<file path="src/rtl/change_dispense_ctrl_pkg.sv">
// vend_pkg: definitions shared by the vending machine controllers.
//   - coin codes as reported by the coin acceptor (coin_in)
//   - vending FSM state codes
//   - change_dispense_ctrl state enum
//   - coin values expressed in nickels
package vend_pkg;

  localparam logic [2:0] NICKEL      = 3'b001;
  localparam logic [2:0] DIME        = 3'b010;
  localparam logic [2:0] NICKEL_DIME = 3'b011;
  localparam logic [2:0] DIME_DIME   = 3'b100;
  localparam logic [2:0] QUARTER     = 3'b101;

  typedef enum logic [2:0] {
    VEND_IDLE,
    VEND_COLLECT,
    VEND_SELECT,
    VEND_DISPENSE,
    VEND_CHANGE
  } vend_state_t;

  typedef enum logic [2:0] {
    CD_IDLE,
    CD_SELECT,
    CD_EJECT,
    CD_WAIT_ACK,
    CD_DONE,
    CD_FAULT
  } cd_state_t;

  localparam logic [2:0] NICKEL_VALUE = 3'd1;
  localparam logic [2:0] DIME_VALUE   = 3'd2;

endpackage

</file>
<file path="src/rtl/change_dispense_ctrl_if.sv">
// change_dispense_ctrl_if: request, refill, hopper and status signals of the
// change dispenser.
//   master: vending FSM / coin acceptor / hoppers (drive requests, coins, acks)
//   slave : change_dispense_ctrl
interface change_dispense_ctrl_if;
  import vend_pkg::*;

  logic       req_valid;
  logic [2:0] req_change;
  logic       req_ready;
  logic       coin_in_valid;
  logic [2:0] coin_in;
  logic       eject_nickel;
  logic       eject_dime;
  logic       eject_ack;
  logic       busy;
  logic       done;
  logic       fault;
  logic [2:0] short_amt;
  logic       exact_change;
  logic       nickel_full;
  logic       dime_full;

  modport master (
    output req_valid, req_change, coin_in_valid, coin_in, eject_ack,
    input  req_ready, eject_nickel, eject_dime, busy, done, fault, short_amt,
           exact_change, nickel_full, dime_full
  );

  modport slave (
    input  req_valid, req_change, coin_in_valid, coin_in, eject_ack,
    output req_ready, eject_nickel, eject_dime, busy, done, fault, short_amt,
           exact_change, nickel_full, dime_full
  );

endinterface

</file>
<file path="src/rtl/change_dispense_ctrl_coin_tube_counter.sv">
// coin_tube_counter: saturating up/down coin count for one payout tube.
//   clock, reset : rising-edge clock, synchronous active-high reset
//   inc          : coin added to the tube (ignored when full)
//   dec          : coin dropped from the tube (ignored when empty)
//   count        : coins currently held
//   full, empty  : count == DEPTH, count == 0
module coin_tube_counter #(
  parameter int DEPTH = 31,
  parameter int W     = 5
) (
  input  logic         clock,
  input  logic         reset,
  input  logic         inc,
  input  logic         dec,
  output logic [W-1:0] count,
  output logic         full,
  output logic         empty
);

  localparam logic [W-1:0] MAX = W'(DEPTH);

  // A coin arriving in the same cycle one leaves nets to zero, even at the
  // full limit.
  always_ff @(posedge clock) begin
    if (reset) begin
      count <= '0;
    end else if (inc && !dec && (count != MAX)) begin
      count <= count + 1'b1;
    end else if (dec && !inc && (count != '0)) begin
      count <= count - 1'b1;
    end
  end

  assign full  = (count == MAX);
  assign empty = (count == '0);

endmodule

</file>
<file path="src/rtl/change_dispense_ctrl.sv">
// change_dispense_ctrl: pays out change (in nickels) greedily, dime first,
// using a one-cycle eject pulse / acknowledge handshake per coin.
//   clock, reset : rising-edge clock, synchronous active-high reset
//   bus (slave)  : request (req_*), refill (coin_in*), hopper (eject_*),
//                  status (busy, done, fault, short_amt, exact_change, *_full)
// Build option CHANGE_INVENTORY_EN: track tube contents, allow shortfall
// faults and drive exact_change / *_full. Without it tubes are bottomless.
//
// state       | meaning
// ------------+---------------------------------------------
// CD_IDLE     | req_ready high, waiting for a request
// CD_SELECT   | pick next coin, or finish / shortfall fault
// CD_EJECT    | eject pulse on the chosen hopper
// CD_WAIT_ACK | waiting for eject_ack, bounded by ACK_TIMEOUT
// CD_DONE     | done pulse
// CD_FAULT    | terminal until reset
module change_dispense_ctrl
  import vend_pkg::*;
#(
  parameter int TUBE_DEPTH  = 31,
  parameter int CNT_W       = 5,
  parameter int ACK_TIMEOUT = 15
) (
  input logic                   clock,
  input logic                   reset,
  change_dispense_ctrl_if.slave bus
);

  localparam int TMR_W = $clog2(ACK_TIMEOUT + 1);

  cd_state_t        state, state_nx;
  logic [2:0]       remaining, remaining_nx;
  logic             sel_dime, sel_dime_nx;
  logic [TMR_W-1:0] timer, timer_nx;
  logic             ack_take;
  logic             has_dime, has_nickel;

  always_comb begin
    state_nx     = state;
    remaining_nx = remaining;
    sel_dime_nx  = sel_dime;
    timer_nx     = timer;
    ack_take     = 1'b0;
    case (state)
      CD_IDLE: begin
        if (bus.req_valid && bus.req_ready) begin
          remaining_nx = bus.req_change;
          state_nx     = CD_SELECT;
        end
      end
      CD_SELECT: begin
        if ((remaining >= DIME_VALUE) && has_dime) begin
          sel_dime_nx = 1'b1;
          state_nx    = CD_EJECT;
        end else if ((remaining >= NICKEL_VALUE) && has_nickel) begin
          sel_dime_nx = 1'b0;
          state_nx    = CD_EJECT;
        end else if (remaining == '0) begin
          state_nx = CD_DONE;
        end else begin
          state_nx = CD_FAULT;
        end
      end
      CD_EJECT: begin
        // The final WAIT_ACK cycle is the one where the timer reads zero.
        timer_nx = TMR_W'(ACK_TIMEOUT - 1);
        state_nx = CD_WAIT_ACK;
      end
      CD_WAIT_ACK: begin
        if (bus.eject_ack) begin
          ack_take     = 1'b1;
          remaining_nx = remaining - (sel_dime ? DIME_VALUE : NICKEL_VALUE);
          state_nx     = CD_SELECT;
        end else if (timer == '0) begin
          state_nx = CD_FAULT;
        end else begin
          timer_nx = timer - 1'b1;
        end
      end
      CD_DONE:  state_nx = CD_IDLE;
      CD_FAULT: state_nx = CD_FAULT;
      default:  state_nx = CD_IDLE;
    endcase
  end

  // Status outputs are registered from the next state so each one lines up
  // with the state it describes.
  always_ff @(posedge clock) begin
    if (reset) begin
      state            <= CD_IDLE;
      remaining        <= '0;
      sel_dime         <= 1'b0;
      timer            <= '0;
      bus.req_ready    <= 1'b0;
      bus.busy         <= 1'b0;
      bus.eject_dime   <= 1'b0;
      bus.eject_nickel <= 1'b0;
      bus.done         <= 1'b0;
      bus.fault        <= 1'b0;
      bus.short_amt    <= '0;
    end else begin
      state            <= state_nx;
      remaining        <= remaining_nx;
      sel_dime         <= sel_dime_nx;
      timer            <= timer_nx;
      bus.req_ready    <= (state_nx == CD_IDLE);
      bus.busy         <= (state_nx != CD_IDLE);
      bus.eject_dime   <= (state_nx == CD_EJECT) && sel_dime_nx;
      bus.eject_nickel <= (state_nx == CD_EJECT) && !sel_dime_nx;
      bus.done         <= (state_nx == CD_DONE);
      if (state_nx == CD_FAULT) begin
        bus.fault     <= 1'b1;
        bus.short_amt <= remaining_nx;
      end
    end
  end

`ifdef CHANGE_INVENTORY_EN
  logic [CNT_W-1:0] nickel_count;
  logic [CNT_W-1:0] dime_count_unused;
  logic             nickel_full_c, nickel_empty;
  logic             dime_full_c, dime_empty;

  coin_tube_counter #(.DEPTH(TUBE_DEPTH), .W(CNT_W)) u_nickel_tube (
    .clock (clock),
    .reset (reset),
    .inc   (bus.coin_in_valid && (bus.coin_in == NICKEL)),
    .dec   (ack_take && !sel_dime),
    .count (nickel_count),
    .full  (nickel_full_c),
    .empty (nickel_empty)
  );

  coin_tube_counter #(.DEPTH(TUBE_DEPTH), .W(CNT_W)) u_dime_tube (
    .clock (clock),
    .reset (reset),
    .inc   (bus.coin_in_valid && (bus.coin_in == DIME)),
    .dec   (ack_take && sel_dime),
    .count (dime_count_unused),
    .full  (dime_full_c),
    .empty (dime_empty)
  );

  assign has_dime   = !dime_empty;
  assign has_nickel = !nickel_empty;

  // Flags are flopped so they read 0 during reset even though empty tubes
  // would otherwise mean exact change only.
  always_ff @(posedge clock) begin
    if (reset) begin
      bus.exact_change <= 1'b0;
      bus.nickel_full  <= 1'b0;
      bus.dime_full    <= 1'b0;
    end else begin
      bus.exact_change <= (nickel_count < CNT_W'(2));
      bus.nickel_full  <= nickel_full_c;
      bus.dime_full    <= dime_full_c;
    end
  end
`else
  logic unused_inventory;

  assign has_dime         = 1'b1;
  assign has_nickel       = 1'b1;
  assign bus.exact_change = 1'b0;
  assign bus.nickel_full  = 1'b0;
  assign bus.dime_full    = 1'b0;
  assign unused_inventory = &{1'b0, bus.coin_in_valid, bus.coin_in, ack_take,
                              CNT_W'(TUBE_DEPTH)};
`endif

endmodule
</file>
<file path="src/flat_wrapper.sv">
// flat-port wrapper written by rule: the top's interface ports become plain ports
module change_dispense_ctrl_flat import vend_pkg::*;
#(
  parameter int TUBE_DEPTH  = 31,
  parameter int CNT_W       = 5,
  parameter int ACK_TIMEOUT = 15
)
  (clock, reset, bus_req_valid, bus_req_change, bus_coin_in_valid, bus_coin_in, bus_eject_ack, bus_req_ready, bus_eject_nickel, bus_eject_dime, bus_busy, bus_done, bus_fault, bus_short_amt, bus_exact_change, bus_nickel_full, bus_dime_full);
  change_dispense_ctrl_if bus_i ();
  input logic clock;
  input logic reset;
  input wire logic [$bits(bus_i.req_valid)-1:0] bus_req_valid;
  input wire logic [$bits(bus_i.req_change)-1:0] bus_req_change;
  input wire logic [$bits(bus_i.coin_in_valid)-1:0] bus_coin_in_valid;
  input wire logic [$bits(bus_i.coin_in)-1:0] bus_coin_in;
  input wire logic [$bits(bus_i.eject_ack)-1:0] bus_eject_ack;
  output wire logic [$bits(bus_i.req_ready)-1:0] bus_req_ready;
  output wire logic [$bits(bus_i.eject_nickel)-1:0] bus_eject_nickel;
  output wire logic [$bits(bus_i.eject_dime)-1:0] bus_eject_dime;
  output wire logic [$bits(bus_i.busy)-1:0] bus_busy;
  output wire logic [$bits(bus_i.done)-1:0] bus_done;
  output wire logic [$bits(bus_i.fault)-1:0] bus_fault;
  output wire logic [$bits(bus_i.short_amt)-1:0] bus_short_amt;
  output wire logic [$bits(bus_i.exact_change)-1:0] bus_exact_change;
  output wire logic [$bits(bus_i.nickel_full)-1:0] bus_nickel_full;
  output wire logic [$bits(bus_i.dime_full)-1:0] bus_dime_full;
  assign bus_i.req_valid = bus_req_valid;
  assign bus_i.req_change = bus_req_change;
  assign bus_i.coin_in_valid = bus_coin_in_valid;
  assign bus_i.coin_in = bus_coin_in;
  assign bus_i.eject_ack = bus_eject_ack;
  assign bus_req_ready = bus_i.req_ready;
  assign bus_eject_nickel = bus_i.eject_nickel;
  assign bus_eject_dime = bus_i.eject_dime;
  assign bus_busy = bus_i.busy;
  assign bus_done = bus_i.done;
  assign bus_fault = bus_i.fault;
  assign bus_short_amt = bus_i.short_amt;
  assign bus_exact_change = bus_i.exact_change;
  assign bus_nickel_full = bus_i.nickel_full;
  assign bus_dime_full = bus_i.dime_full;
  change_dispense_ctrl #(.TUBE_DEPTH(TUBE_DEPTH), .CNT_W(CNT_W), .ACK_TIMEOUT(ACK_TIMEOUT)) u_core (.clock(clock), .reset(reset), .bus(bus_i));
endmodule
</file>
<file path="config.mk">
export PLATFORM = sky130hd
export DESIGN_NAME = change_dispense_ctrl_flat
export DESIGN_NICKNAME = d
export VERILOG_FILES = /design/src/rtl/change_dispense_ctrl_pkg.sv /design/src/rtl/change_dispense_ctrl_if.sv /design/src/rtl/change_dispense_ctrl_coin_tube_counter.sv /design/src/rtl/change_dispense_ctrl.sv /design/src/flat_wrapper.sv
export SDC_FILE = /design/constraint.sdc
export NUM_CORES = 1
export LEC_CHECK = 0
export CAP_MARGIN = 20
export CORE_ASPECT_RATIO = 0.7
export CORE_MARGIN = 3
export CORE_UTILIZATION = 50
export CTS_BUF_LIST = sky130_fd_sc_hd__clkbuf_4
export CTS_CLUSTER_SIZE = 28
export DETAILED_ROUTE_END_ITERATION = 10
export GPL_TIMING_DRIVEN = 0
export PLACE_DENSITY = 0.89
export SLEW_MARGIN = 5
export SYNTH_ARGS = -nofsm -noshare
export SYNTH_HDL_FRONTEND = slang
export SYNTH_SLANG_ARGS = --single-unit
</file>
<file path="constraint.sdc">
create_clock -name clock -period 2.2 [get_ports clock]
set_clock_uncertainty 0.1 [all_clocks]
set_input_delay 0.66 -clock clock [delete_from_list [all_inputs] [get_ports clock]]
set_output_delay 0.66 -clock clock [all_outputs]
set_load 0.02 [all_outputs]
</file>
### Word-level counts from Yosys, hierarchy flattened

Cells that the tools add are included.

* flip-flop bits (word level): 20
* word-level logic and storage cells: 52
* output and inout port bits: 12
* bits of input ports: 11

* reductions and logical operators: 11
* muxes and demuxes: 17
* magnitude comparators: 2
* equality and inequality tests: 9
* add/sub/neg operators: 2

Operators with widths (number)
* $mux W3: 7
* $pmux W3 S5: 1
* $eq A3 B2 Y1 const B: 3
* $eq A3 B3 Y1 const B: 3
* $logic_not A3 Y1: 3
* $mux W4: 2
* $pmux W4 S2: 1
* $pmux W3 S2: 1
* $logic_not A4 Y1: 1
* $mux W1: 4
* $ne A2 B2 Y1 const B: 2
* $sub A4 B1 Y4 const B: 1
* $eq A3 B1 Y1 const B: 1
* $ge A3 B1 Y1 const B: 1
* $ge A3 B2 Y1 const B: 1
* $logic_and A1 B1 Y1: 3
* $reduce_and A3 Y1: 1
* $reduce_bool A3 Y1: 1
* $sub A3 B3 Y3: 1
* $mux W2: 1
* $reduce_bool A2 Y1: 1
* $logic_not A1 Y1: 1

### Logic depth before layout (Yosys ltp)

* depth in word-level cells: 7
* mapped depth: 6

### Least setup slack after synthesis

No wires, ideal clock.

* kind: reg2reg
* start point: register u_core.sel_dime
* end point: register u_core.bus.short_amt[1]
* stages on the path, launching flop included: 7
* setup slack: 0.444 ns
* data required time: 1.963 ns
* path buffers: 0
* clock period less this slack: 1.756 ns
* arrival time: 1.519 ns
* path through: dfxtp_1 -> inv_1 -> ha_1 -> fa_1 -> nor2_1 -> a221oi_1 -> a211oi_1

* cells in the longest elaborated chain, start to end: 4

RTL lines
* from (decl): RTL line change_dispense_ctrl.sv:33 `logic sel_dime, sel_dime_nx;`
* from (signal assigned): RTL line change_dispense_ctrl.sv:104 `sel_dime <= sel_dime_nx;`
* $mux W2: RTL line change_dispense_ctrl.sv:72 `remaining_nx = remaining - (sel_dime ? DIME_VALUE : NICKEL_VALUE);`
* $sub A3 B3 Y3: RTL line change_dispense_ctrl.sv:72
* $mux W3: RTL line change_dispense_ctrl.sv:70 `if (bus.eject_ack) begin`
* $pmux W3 S2: RTL line change_dispense_ctrl.sv:44 `case (state)`
* to (signal assigned): RTL line change_dispense_ctrl.sv:113 `bus.short_amt <= remaining_nx;`
* to (decl): RTL line change_dispense_ctrl_if.sv:32 `output req_ready, eject_nickel, eject_dime, busy, done, fault, short_amt,`

Every way passes these cells.
A chain may end at the register's enable or synchronous reset.

### Worst setup path after layout

* start point: input port bus_req_valid
* end point: register u_core.bus.short_amt[0]

* cells in the longest elaborated chain, start to end: 4
* elaborated cells on any way between the ends: 6

RTL lines
* from (decl): RTL line flat_wrapper.sv:12 `input wire logic [$bits(bus_i.req_valid)-1:0] bus_req_valid;`
* $logic_and A1 B1 Y1 (*): RTL line change_dispense_ctrl.sv:46 `if (bus.req_valid && bus.req_ready) begin`
* $mux W3: RTL line change_dispense_ctrl.sv:46
* $pmux W3 S5: RTL line change_dispense_ctrl.sv:44
* $eq A3 B3 Y1: RTL line change_dispense_ctrl.sv:111 `if (state_nx == CD_FAULT) begin`

Mark *: on every way between the ends. The rest lies on a longest branch, timed or not.

==> qor.txt <==
status - complete, no violations
Post-Synth XOR/XNOR Area - 0
flop-to-flop setup slack - 250 ps
total gr overflow - 0
main combinational cell family by area after synthesis - simple AND/OR/NAND/NOR gates
maximum net fanout on the critical path - 4
clk_lat worst skew - 310 ps
R2R depth - 6
final hold vios - 0
Die X - 59.0 um
drt first pass iters - 4
Crit Path Category - in -> reg
Synth Area in Adders - 0.0457
diode count - 0
DRC violations left - 0
Crit Reg-Reg Startpoint - u_core.sel_dime$_SDFF_PP0_
CTS root buf - clkbuf_4
placed cell area - 1170 sq um
nets@finish - 146
RR Endpoint - u_core.bus.short_amt[1]$_SDFFE_PP0N_
fin crit period - 2090 ps
DRT iter0 DRCs - 15
CTS Buf Count - 3
die footprint - 2550 sq um
P_leak - 0.445 nW
# H-tree levels - 1
core area - 1710 sq um
share of cells above drive strength 1 - 0.131
fin crit share - 0.950
Synth Warn # - 0
Die Span Y - 43.1 um
Crit. End Element - register
Slew Limit Headroom - 0.620
Worst Path Arrival - 2210 ps
largest net degree at the start of global routing - 11
max incr delay on CP - 480 ps
RSZ-0062 raised after global routing - false
slack of the critical path - 109 ps
mux cell area share after synthesis - 0
pwr dens - 591 nW/um^2
Area Overhead vs Synth - 21.0%
Port Buffers - 15
vias in the first global route - 803
Mapped Avg Cell Area - 8.95 sq um
gr usage total - 0.204
Syn Std Cell Area - 985 sq um
Synth Instances - 110
dominant synthesized flop cell - dfxtp_1
CTS tree - done
Fmax - 478 MHz
FP Rows - 12
EDFF count, synth - 0
Worst EP required - 2320 ps
simple-gate share of the synthesized area - 0.267
Final Instance Area - 1190 sq um
Overall Power - 0.704 mW
final core utilization - 0.696
post-DR vias/cell - 5.79
first-pass GRT wire length - 3820 um
gp weighted congestion - 0.903
Bufs on Longest Clock Path - 2
Reg clk slew, reported paths - 120 ps
Max-cap violations - 0
WL final - 2320 um
clk sinks - 20
compound-gate portion of the synthesized area - 0.194
slowest CP cell - nor3_1
Hold-fix buffers, CTS - 0
postcts setup bufs - 0
Final Setup Violations - 0
via count - 874
crit-path cells - clkdlybuf4s50_1 -> nand3b_1 -> nor3_1 -> a221oi_1 -> a211oi_1
Final Max Tran Viols - 0
Peak VDD IR - 0.521 mV
boundary pin count - 23
Final ANT Viol Nets - 0
Synth cell types - 36
initial core utilization - 0.575
post-cts resize count - 0
hpwl dp - 1750 um
sequential fraction of the synthesis area - 0.407
Worst Hold Class - reg -> reg
WHS Endpoint - u_core.bus.short_amt[1]$_SDFFE_PP0N_
fraction of registers with async set/reset - 0
Cells on Worst Hold Path - 2
CP bufs+invs - 1
Critical Path Start Type - input port
worst slew pin tran - 566 ps
critical hold path startpoint - u_core.bus.short_amt[1]$_SDFFE_PP0N_
WL per Instance - 15.4 um
Synth Register Bits - 20
Crit path max-delay family - simple AND/OR/NAND/NOR gates
initial antenna violation count - 0
dpl ws - -151 ps
==> area by class of cell <==
| type | instances | area, sq um |
|---|---|---|
| inverter | 6 | 22.5 |
| clock buffer | 3 | 22.5 |
| fill | 139 | 520 |
| sequential | 20 | 400 |
| multi-input combinational | 77 | 510 |
| tap | 21 | 26.3 |
| timing repair buffer | 15 | 150 |
| buffer | 9 | 58.8 |
==> where the power goes <==
part	internal, mW	switching [mW]
registers	0.377	0.0127
logic	0.0592	0.0743
clock network	0.0640	0.117
==> layout by cell type (no fill, tap or decap) <==
cell / synthesis / layout
dfxtp_1: 20 / 20
nor2_1: 16 / 16
clkdlybuf4s50_1: 0 / 15
a21oi_1: 7 / 7
nand2_1: 7 / 7
inv_1: 6 / 6
nor3_1: 5 / 5
buf_4: 4 / 4
nor2b_1: 4 / 4
a211oi_1: 4 / 4
o21ai_0: 3 / 3
a221oi_1: 3 / 3
conb_1: 1 / 3
clkbuf_4: 0 / 3
clkbuf_1: 2 / 2
buf_2: 2 / 2
nor3b_2: 2 / 2
nand3b_1: 2 / 2
a2bb2oi_1: 2 / 2
ha_1: 2 / 2
buf_6: 1 / 1
nand2b_1: 1 / 1
nor4_1: 1 / 1
and4b_1: 1 / 1
nand4b_1: 1 / 1
o31a_1: 1 / 1
o21ai_1: 1 / 1
nor4b_4: 1 / 1
a32o_2: 1 / 1
nor4b_1: 1 / 1
a211o_1: 1 / 1
and3b_2: 1 / 1
or3_1: 1 / 1
a41o_2: 1 / 1
o31ai_1: 1 / 1
nand4_1: 1 / 1
a2111oi_2: 1 / 1
fa_1: 1 / 1
==> cells by family after synthesis <==
family,after synthesis
AND/OR/NAND/NOR,45
other,1
adder cells (fa/ha/maj),3
AO/OA/AOI/OAI,26
flip-flops,20
buffers and inverters,15
==> worst max-delay path by stage <==
stage                                    start                                   end  slack, ps  cells past startpoint
finish                           bus_req_valid  u_core.bus.short_amt[0]$_SDFFE_PP0N_        110                      5
global route                     bus_req_valid  u_core.bus.short_amt[1]$_SDFFE_PP0N_        0.9                      5
CTS                              bus_req_valid  u_core.bus.short_amt[0]$_SDFFE_PP0N_        150                      5
detailed placement               bus_req_valid  u_core.bus.short_amt[1]$_SDFFE_PP0N_       -150                      5
global placement                 bus_eject_ack  u_core.bus.short_amt[1]$_SDFFE_PP0N_        -90                      5
floorplan           u_core.sel_dime$_SDFF_PP0_  u_core.bus.short_amt[1]$_SDFFE_PP0N_        440                      6
==> cells in the mapped netlist, types with 2 or more instances <==
master	number	area (sq um)
dfxtp_1	20	400
nor2_1	16	60.1
a21oi_1	7	35.0
nand2_1	7	26.3
inv_1	6	22.5
nor3_1	5	25.0
a211oi_1	4	30.0
buf_4	4	30.0
nor2b_1	4	25.0
a221oi_1	3	26.3
o21ai_0	3	15.0
a2bb2oi_1	2	17.5
buf_2	2	10.0
clkbuf_1	2	7.51
ha_1	2	25.0
nand3b_1	2	15.0
nor3b_2	2	25.0
==> worst register-to-register path: stages (launching register included) <==
cell and delay (ps):
dfxtp_1 430, inv_1 80, ha_1 230, fa_1 530
nor2_1 40, a221oi_1 290, a211oi_1 120
==> through the flow <==
step                TNS [ps]  cells  hold slack, ps
finish                     0    151             409
global route               0    151             446
CTS                        0    151             410
detailed placement      -499    148             395
global placement        -204    148             351
floorplan                  0    112             366
==> flip-flops by register name, indices dropped and copies added (netlist names) <==
register / count
u_core.bus.done: 1
u_core.bus.eject_dime: 1
u_core.bus.fault: 1
u_core.bus.req_ready: 1
u_core.bus.short_amt: 3
u_core.remaining: 3
u_core.bus.eject_nickel: 1
u_core.timer: 4
u_core.sel_dime: 1
u_core.bus.busy: 1
u_core.state: 3
==> layer usage <==
| metal | up-vias | share of wire | track usage |
|---|---|---|---|
| li1 | 430 | - | - |
| met1 | 397 | 0.44 | 0.255 |
| met2 | 41 | 0.46 | 0.333 |
| met3 | 6 | 0.081 | 0.0669 |
| met4 | 0 | 0.021 | 0.0543 |
| met5 | - | 0 | 0 |
No activity file was read; power rests on OpenSTA's default activity.
